**src/rtl/alu_pkg.sv**
```systemverilog
// Shared opcode encodings and flag bit positions for the pipelined ALU.
package alu_pkg;

    localparam logic [3:0] OP_ADD = 4'd0;
    localparam logic [3:0] OP_SUB = 4'd1;
    localparam logic [3:0] OP_AND = 4'd2;
    localparam logic [3:0] OP_OR  = 4'd3;
    localparam logic [3:0] OP_XOR = 4'd4;
    localparam logic [3:0] OP_NOT = 4'd5;
    localparam logic [3:0] OP_SHL = 4'd6;
    localparam logic [3:0] OP_SHR = 4'd7;
    localparam logic [3:0] OP_ROL = 4'd8;
    localparam logic [3:0] OP_ROR = 4'd9;
    localparam logic [3:0] OP_INC = 4'd10;
    localparam logic [3:0] OP_ADC = 4'd11;
    localparam logic [3:0] OP_SBC = 4'd12;

    localparam int NUM_OPS = 13;

    localparam int FLAG_C    = 0;
    localparam int FLAG_V    = 1;
    localparam int FLAG_Z    = 2;
    localparam int FLAG_N    = 3;
    localparam int NUM_FLAGS = 4;

endpackage

```
**src/rtl/alu_core.sv**
```systemverilog
// Combinational ALU datapath: one shared WIDTH+1 bit adder for all arithmetic ops.
// Latency: 0 cycles. Backpressure: none (pure function of its inputs).
// Subtraction is A + ~B + 1, so the adder carry-out is directly "no borrow".
module alu_core
    import alu_pkg::*;
#(
    parameter int WIDTH = 8
) (
    input  logic [WIDTH-1:0] a,
    input  logic [WIDTH-1:0] b,
    input  logic [3:0]       sel,
    input  logic             cin,
    output logic [WIDTH-1:0] res,
    output logic             c,
    output logic             v,
    output logic             bad
);

    localparam int SHW = $clog2(WIDTH);

    logic [SHW-1:0]     amt;
    logic [WIDTH-1:0]   add_b;
    logic               add_c;
    logic [WIDTH:0]     sum_ext;
    logic               add_v;
    logic [WIDTH:0]     shl_ext;
    logic [WIDTH:0]     shr_ext;
    logic [2*WIDTH-1:0] rot_l;
    logic [2*WIDTH-1:0] rot_r;

    assign amt = b[SHW-1:0];

    always_comb begin
        add_b = b;
        add_c = 1'b0;
        case (sel)
            OP_SUB:  begin add_b = ~b;           add_c = 1'b1; end
            OP_INC:  begin add_b = '0;           add_c = 1'b1; end
            OP_ADC:  begin add_b = b;            add_c = cin;  end
            OP_SBC:  begin add_b = ~b;           add_c = cin;  end
            default: begin add_b = b;            add_c = 1'b0; end
        endcase
    end

    assign sum_ext = {1'b0, a} + {1'b0, add_b} + {{WIDTH{1'b0}}, add_c};
    assign add_v   = (a[WIDTH-1] == add_b[WIDTH-1]) && (sum_ext[WIDTH-1] != a[WIDTH-1]);

    // Extra bit on the shift side catches the last bit shifted out (zero for amt=0).
    assign shl_ext = {1'b0, a} << amt;
    assign shr_ext = {a, 1'b0} >> amt;
    assign rot_l   = {a, a} << amt;
    assign rot_r   = {a, a} >> amt;

    always_comb begin
        res = '0;
        c   = 1'b0;
        v   = 1'b0;
        bad = 1'b0;
        case (sel)
            OP_ADD, OP_SUB, OP_INC, OP_ADC, OP_SBC: begin
                res = sum_ext[WIDTH-1:0];
                c   = sum_ext[WIDTH];
                v   = add_v;
            end
            OP_AND: res = a & b;
            OP_OR:  res = a | b;
            OP_XOR: res = a ^ b;
            OP_NOT: res = ~a;
            OP_SHL: begin
                res = shl_ext[WIDTH-1:0];
                c   = shl_ext[WIDTH];
            end
            OP_SHR: begin
                res = shr_ext[WIDTH:1];
                c   = shr_ext[0];
            end
            OP_ROL: res = rot_l[2*WIDTH-1:WIDTH];
            OP_ROR: res = rot_r[WIDTH-1:0];
            default: bad = 1'b1;
        endcase
    end

endmodule

```
**src/rtl/alu_pipe.sv**
```systemverilog
// Two-stage pipelined ALU with valid/ready handshakes, chained carry and sticky overflow.
// Latency: 2 cycles from accept to out_valid; 1 beat/clk while out_ready is high.
// Backpressure: in_ready = !s1_valid | adv2 (combinational, no skid); outputs hold while stalled.
module alu_pipe
    import alu_pkg::*;
#(
    parameter int WIDTH = 8
) (
    input  logic             clk,
    input  logic             rst_n,
    input  logic             in_valid,
    output logic             in_ready,
    input  logic [WIDTH-1:0] A,
    input  logic [WIDTH-1:0] B,
    input  logic [3:0]       select,
    output logic             out_valid,
    input  logic             out_ready,
    output logic [WIDTH-1:0] result,
    output logic             carry_flag,
    output logic             overflow_flag,
    output logic             zero_flag,
    output logic             negative_flag,
    output logic             bad_op,
    output logic             sticky_ovf,
    input  logic             clr_sticky
);

    logic                 s1_valid;
    logic [WIDTH-1:0]     s1_a;
    logic [WIDTH-1:0]     s1_b;
    logic [3:0]           s1_sel;
    logic                 s2_valid;
    logic [NUM_FLAGS-1:0] s2_flags;
    logic                 cq;
    logic                 adv2;
    logic                 s2_load;
    logic [WIDTH-1:0]     core_res;
    logic                 core_c;
    logic                 core_v;
    logic                 core_bad;

    assign adv2     = !s2_valid || out_ready;
    assign in_ready = !s1_valid || adv2;
    assign s2_load  = s1_valid && adv2;

    always_ff @(posedge clk or negedge rst_n) begin
        if (!rst_n) begin
            s1_valid <= 1'b0;
            s1_a     <= '0;
            s1_b     <= '0;
            s1_sel   <= '0;
        end else if (in_ready) begin
            s1_valid <= in_valid;
            if (in_valid) begin
                s1_a   <= A;
                s1_b   <= B;
                s1_sel <= select;
            end
        end
    end

    alu_core #(.WIDTH(WIDTH)) u_core (
        .a   (s1_a),
        .b   (s1_b),
        .sel (s1_sel),
        .cin (cq),
        .res (core_res),
        .c   (core_c),
        .v   (core_v),
        .bad (core_bad)
    );

    // cq follows every stage-2 load so ADC/SBC see the carry of the beat just ahead of them.
    always_ff @(posedge clk or negedge rst_n) begin
        if (!rst_n) begin
            s2_valid <= 1'b0;
            result   <= '0;
            s2_flags <= '0;
            bad_op   <= 1'b0;
            cq       <= 1'b0;
        end else if (adv2) begin
            s2_valid <= s1_valid;
            if (s1_valid) begin
                result           <= core_res;
                s2_flags[FLAG_C] <= core_c;
                s2_flags[FLAG_V] <= core_v;
                s2_flags[FLAG_Z] <= (core_res == '0);
                s2_flags[FLAG_N] <= core_res[WIDTH-1];
                bad_op           <= core_bad;
                cq               <= core_c;
            end
        end
    end

    // A new overflow outranks a coincident clear so no overflow event is ever lost.
    always_ff @(posedge clk or negedge rst_n) begin
        if (!rst_n) begin
            sticky_ovf <= 1'b0;
        end else if (s2_load && core_v) begin
            sticky_ovf <= 1'b1;
        end else if (clr_sticky) begin
            sticky_ovf <= 1'b0;
        end
    end

    assign out_valid     = s2_valid;
    assign carry_flag    = s2_flags[FLAG_C];
    assign overflow_flag = s2_flags[FLAG_V];
    assign zero_flag     = s2_flags[FLAG_Z];
    assign negative_flag = s2_flags[FLAG_N];

endmodule
```
**config.mk**
```make
export PLATFORM = sky130hd
export DESIGN_NAME = alu_pipe
export DESIGN_NICKNAME = d
export VERILOG_FILES = /design/src/rtl/alu_pkg.sv /design/src/rtl/alu_core.sv /design/src/rtl/alu_pipe.sv
export SDC_FILE = /design/constraint.sdc
export NUM_CORES = 1
export LEC_CHECK = 0
export ABC_AREA = 1
export CAP_MARGIN = 20
export CORE_UTILIZATION = 61
export DETAILED_ROUTE_END_ITERATION = 12
export PLACE_DENSITY = 0.87
export SYNTH_ARGS = -nofsm -noshare
export SYNTH_HDL_FRONTEND = slang
export SYNTH_SLANG_ARGS = --single-unit
```
**constraint.sdc**
```tcl
create_clock -name clk -period 8.2 [get_ports clk]
set_input_delay 1.64 -clock clk [delete_from_list [all_inputs] [get_ports clk]]
set_output_delay 1.64 -clock clk [all_outputs]
set_load 0.005 [all_outputs]
```
==> results.json <==
{
  "netlist_top_cells_area": "dfrtp_1 28%, nand2_1 20%, ha_1 9.5%",
  "routedWlPerCell_um": 15.8,
  "clockBufferDepth": 2,
  "antenna_found_initial": 0,
  "mostFrequentLayoutCell": "nand2_1",
  "synth_edf_count": 0,
  "fmax_mhz": 226,
  "antenna_left": 0,
  "die_w_um": 74.1,
  "cts_buffers": 5,
  "skew_ps": 7.61,
  "syn_area_per_cell_um2": 6.21,
  "cp.required_ps": 6560,
  "grt_pass1_wl_um": 15300,
  "hp-class": "reg2reg",
  "grt_max_degree": 42,
  "yosys.area.top_type_share": 0.276,
  "final_cell_mix": "173 x nand2_1, 64 x nor2_1, 59 x nand3_1",
  "hpwl_um": 7210,
  "start_util": 0.654,
  "hold_slack_ps": 488,
  "ys.flop_type": "dfrtp_1",
  "groute.usage.overall": 0.372,
  "synth_cells": 511,
  "worstSetupEndpointType": "output port",
  "drive_gt1_frac": 0.0275,
  "synth_cell_types": 27,
  "drt_iter0_drc": 461,
  "clkTransAtPathRegs_ps": 70,
  "min_period_over_period": 0.540,
  "total_power_mw": 0.823,
  "p_leak_nw": 1.90,
  "die_height_um": 74.1,
  "yosys.area_share.simple": 0.411,
  "vdd_drop_max_v": 0.000151,
  "max_slew.worst_pin.slew_ps": 845,
  "synth-xor-area-share": 0.00552,
  "met1_usage": 0.461,
  "status": "completed",
  "fp-row-count": 25,
  "drc_errors": 0,
  "synth_compound_area_frac": 0.129,
  "hold_viol": 0,
  "viasPerCell": 6.00,
  "power_density_nw_per_um2": 223,
  "use_met3": 0.0772,
  "max_slew_margin": 0.437,
  "io_buffers": 40,
  "muxShareOfSynthArea": 0,
  "vias": 3680,
  "first_global_vias": 3290,
  "finalNetCount": 596,
  "syn-num-nets": 562,
  "drv_cap": 0,
  "period_needed_ps": 4420,
  "tns_ps": 0,
  "antenna_cells": 0,
  "crit_arrival_ps": 2780,
  "overflow": 0,
  "wl_um": 9670,
  "core_area_um2": 4850,
  "cts_tree": "built",
  "hold_buffers": 0,
  "report.final.setup_viol": 0,
  "post-synth-top-area-cell": "dfrtp_1",
  "cts_setup_buffers": 0,
  "die_area_um2": 5490,
  "netlist_area_um2": 3170,
  "insertion_delay_ps": 300,
  "fill_cells": 393,
  "start_kind": "primary input",
  "seqCellArea_um2": 876,
  "synthArstFlopShare": 1.00,
  "gp_congestion": 0.990,
  "top_usage_layer": "met2",
  "io_pins": 41,
  "synth-seq-area-share": 0.276,
  "yosys_warnings": 0,
  "drv_slew": 0,
  "rsz0062_at_grt": "no",
  "dr.pass1.iters": 9,
  "htree_num_levels": 2,
  "finalNonFillerCells": 613,
  "ys_ff_latch": 35,
  "area.growth.synth_to_final_pct": 16.2,
  "synth_top_family_by_area": "simple AND/OR/NAND/NOR gates",
  "fin_util": 0.760,
  "cts_resized": 0,
  "multi_input_area_um2": 2070,
  "cts-root-buf": "clkbuf_8",
  "crit_type": "in2out",
  "cts.sinks": 35,
  "met2_usage": 0.634,
  "synth-adder-area-share": 0.107,
  "path_max_fanout": 3,
  "placed_cells": 604
}
worst paths after layout:
| check | from | end | slack, ps | cells after the start |
|---|---|---|---|---|
| max in group asynchronous | rst_n | result[3] | 6260 | 1 |
| setup / recovery | out_ready | in_ready | 3780 | 4 |
| min in group asynchronous | rst_n | s1_b[2] | 1420 | 1 |
| setup reg to reg | s1_sel[1] | s2_flags[2] | 4510 | 23 |
| hold / removal | result[1] | result[1] | 490 | 2 |
| hold reg to reg | result[1] | result[1] | 490 | 2 |
critical path, stage by stage:
cell	delay [ps]
clkdlybuf4s50_1	450
inv_1	60
nand3_1	110
clkdlybuf4s50_1	520
power breakdown:
group | switching [mW] | total, mW | internal, mW | leakage (nW)
clock | 0.0691 | 0.129 | 0.0594 | 0.0412
sequential | 0.0506 | 0.264 | 0.213 | 0.411
combinational | 0.257 | 0.430 | 0.174 | 1.45
sequential cells by signal, summed over array words and instances, names as in the netlist:
signal and count:
sticky_ovf 1, s1_sel 4, s2_flags 3, out_valid 1, bad_op 1, s1_a 8
s1_valid 1, result 8, s1_b 8
stage by stage:
stage | worst slack, ps | instance area (um2)
final | 3780 | 3680
after global routing | 3760 | 3680
after CTS | 3760 | 3670
after detailed placement | 3770 | 3580
after global placement | 3810 | 3580
after floorplan | 4750 | 3170
layer usage:
metal / vias up / share of wire
met3: 38 / 0.097
met2: 229 / 0.49
met4: 0 / 0.030
met1: 1677 / 0.39
li1: 1736 / -
met5: - / 0
cell families after synthesis:
group | after synthesis
AND/OR/NAND/NOR | 314
AO/OA/AOI/OAI | 77
buffers and inverters | 57
flip-flops | 35
adder cells (fa/ha/maj) | 26
XOR/XNOR | 2
layout make-up:
cell class	instances	share of cell area
well taps	67	0.0228
inverters	43	0.0438
clock buffers	6	0.0197
multi-input cells	419	0.561
flip-flops and latches	35	0.238
clock inverters	2	0.00340
repair buffers	41	0.111
Yosys cell counts (3+ instances only):
cell type	number
inv_1	41
nand4_1	7
nand3_1	59
nand2_1	173
a21oi_1	38
nand3b_1	6
nor2_1	64
ha_1	24
o21ai_0	32
clkbuf_1	4
dfrtp_1	35
buf_2	5
buf_1	3
Power figures use the tool's default switching activity.
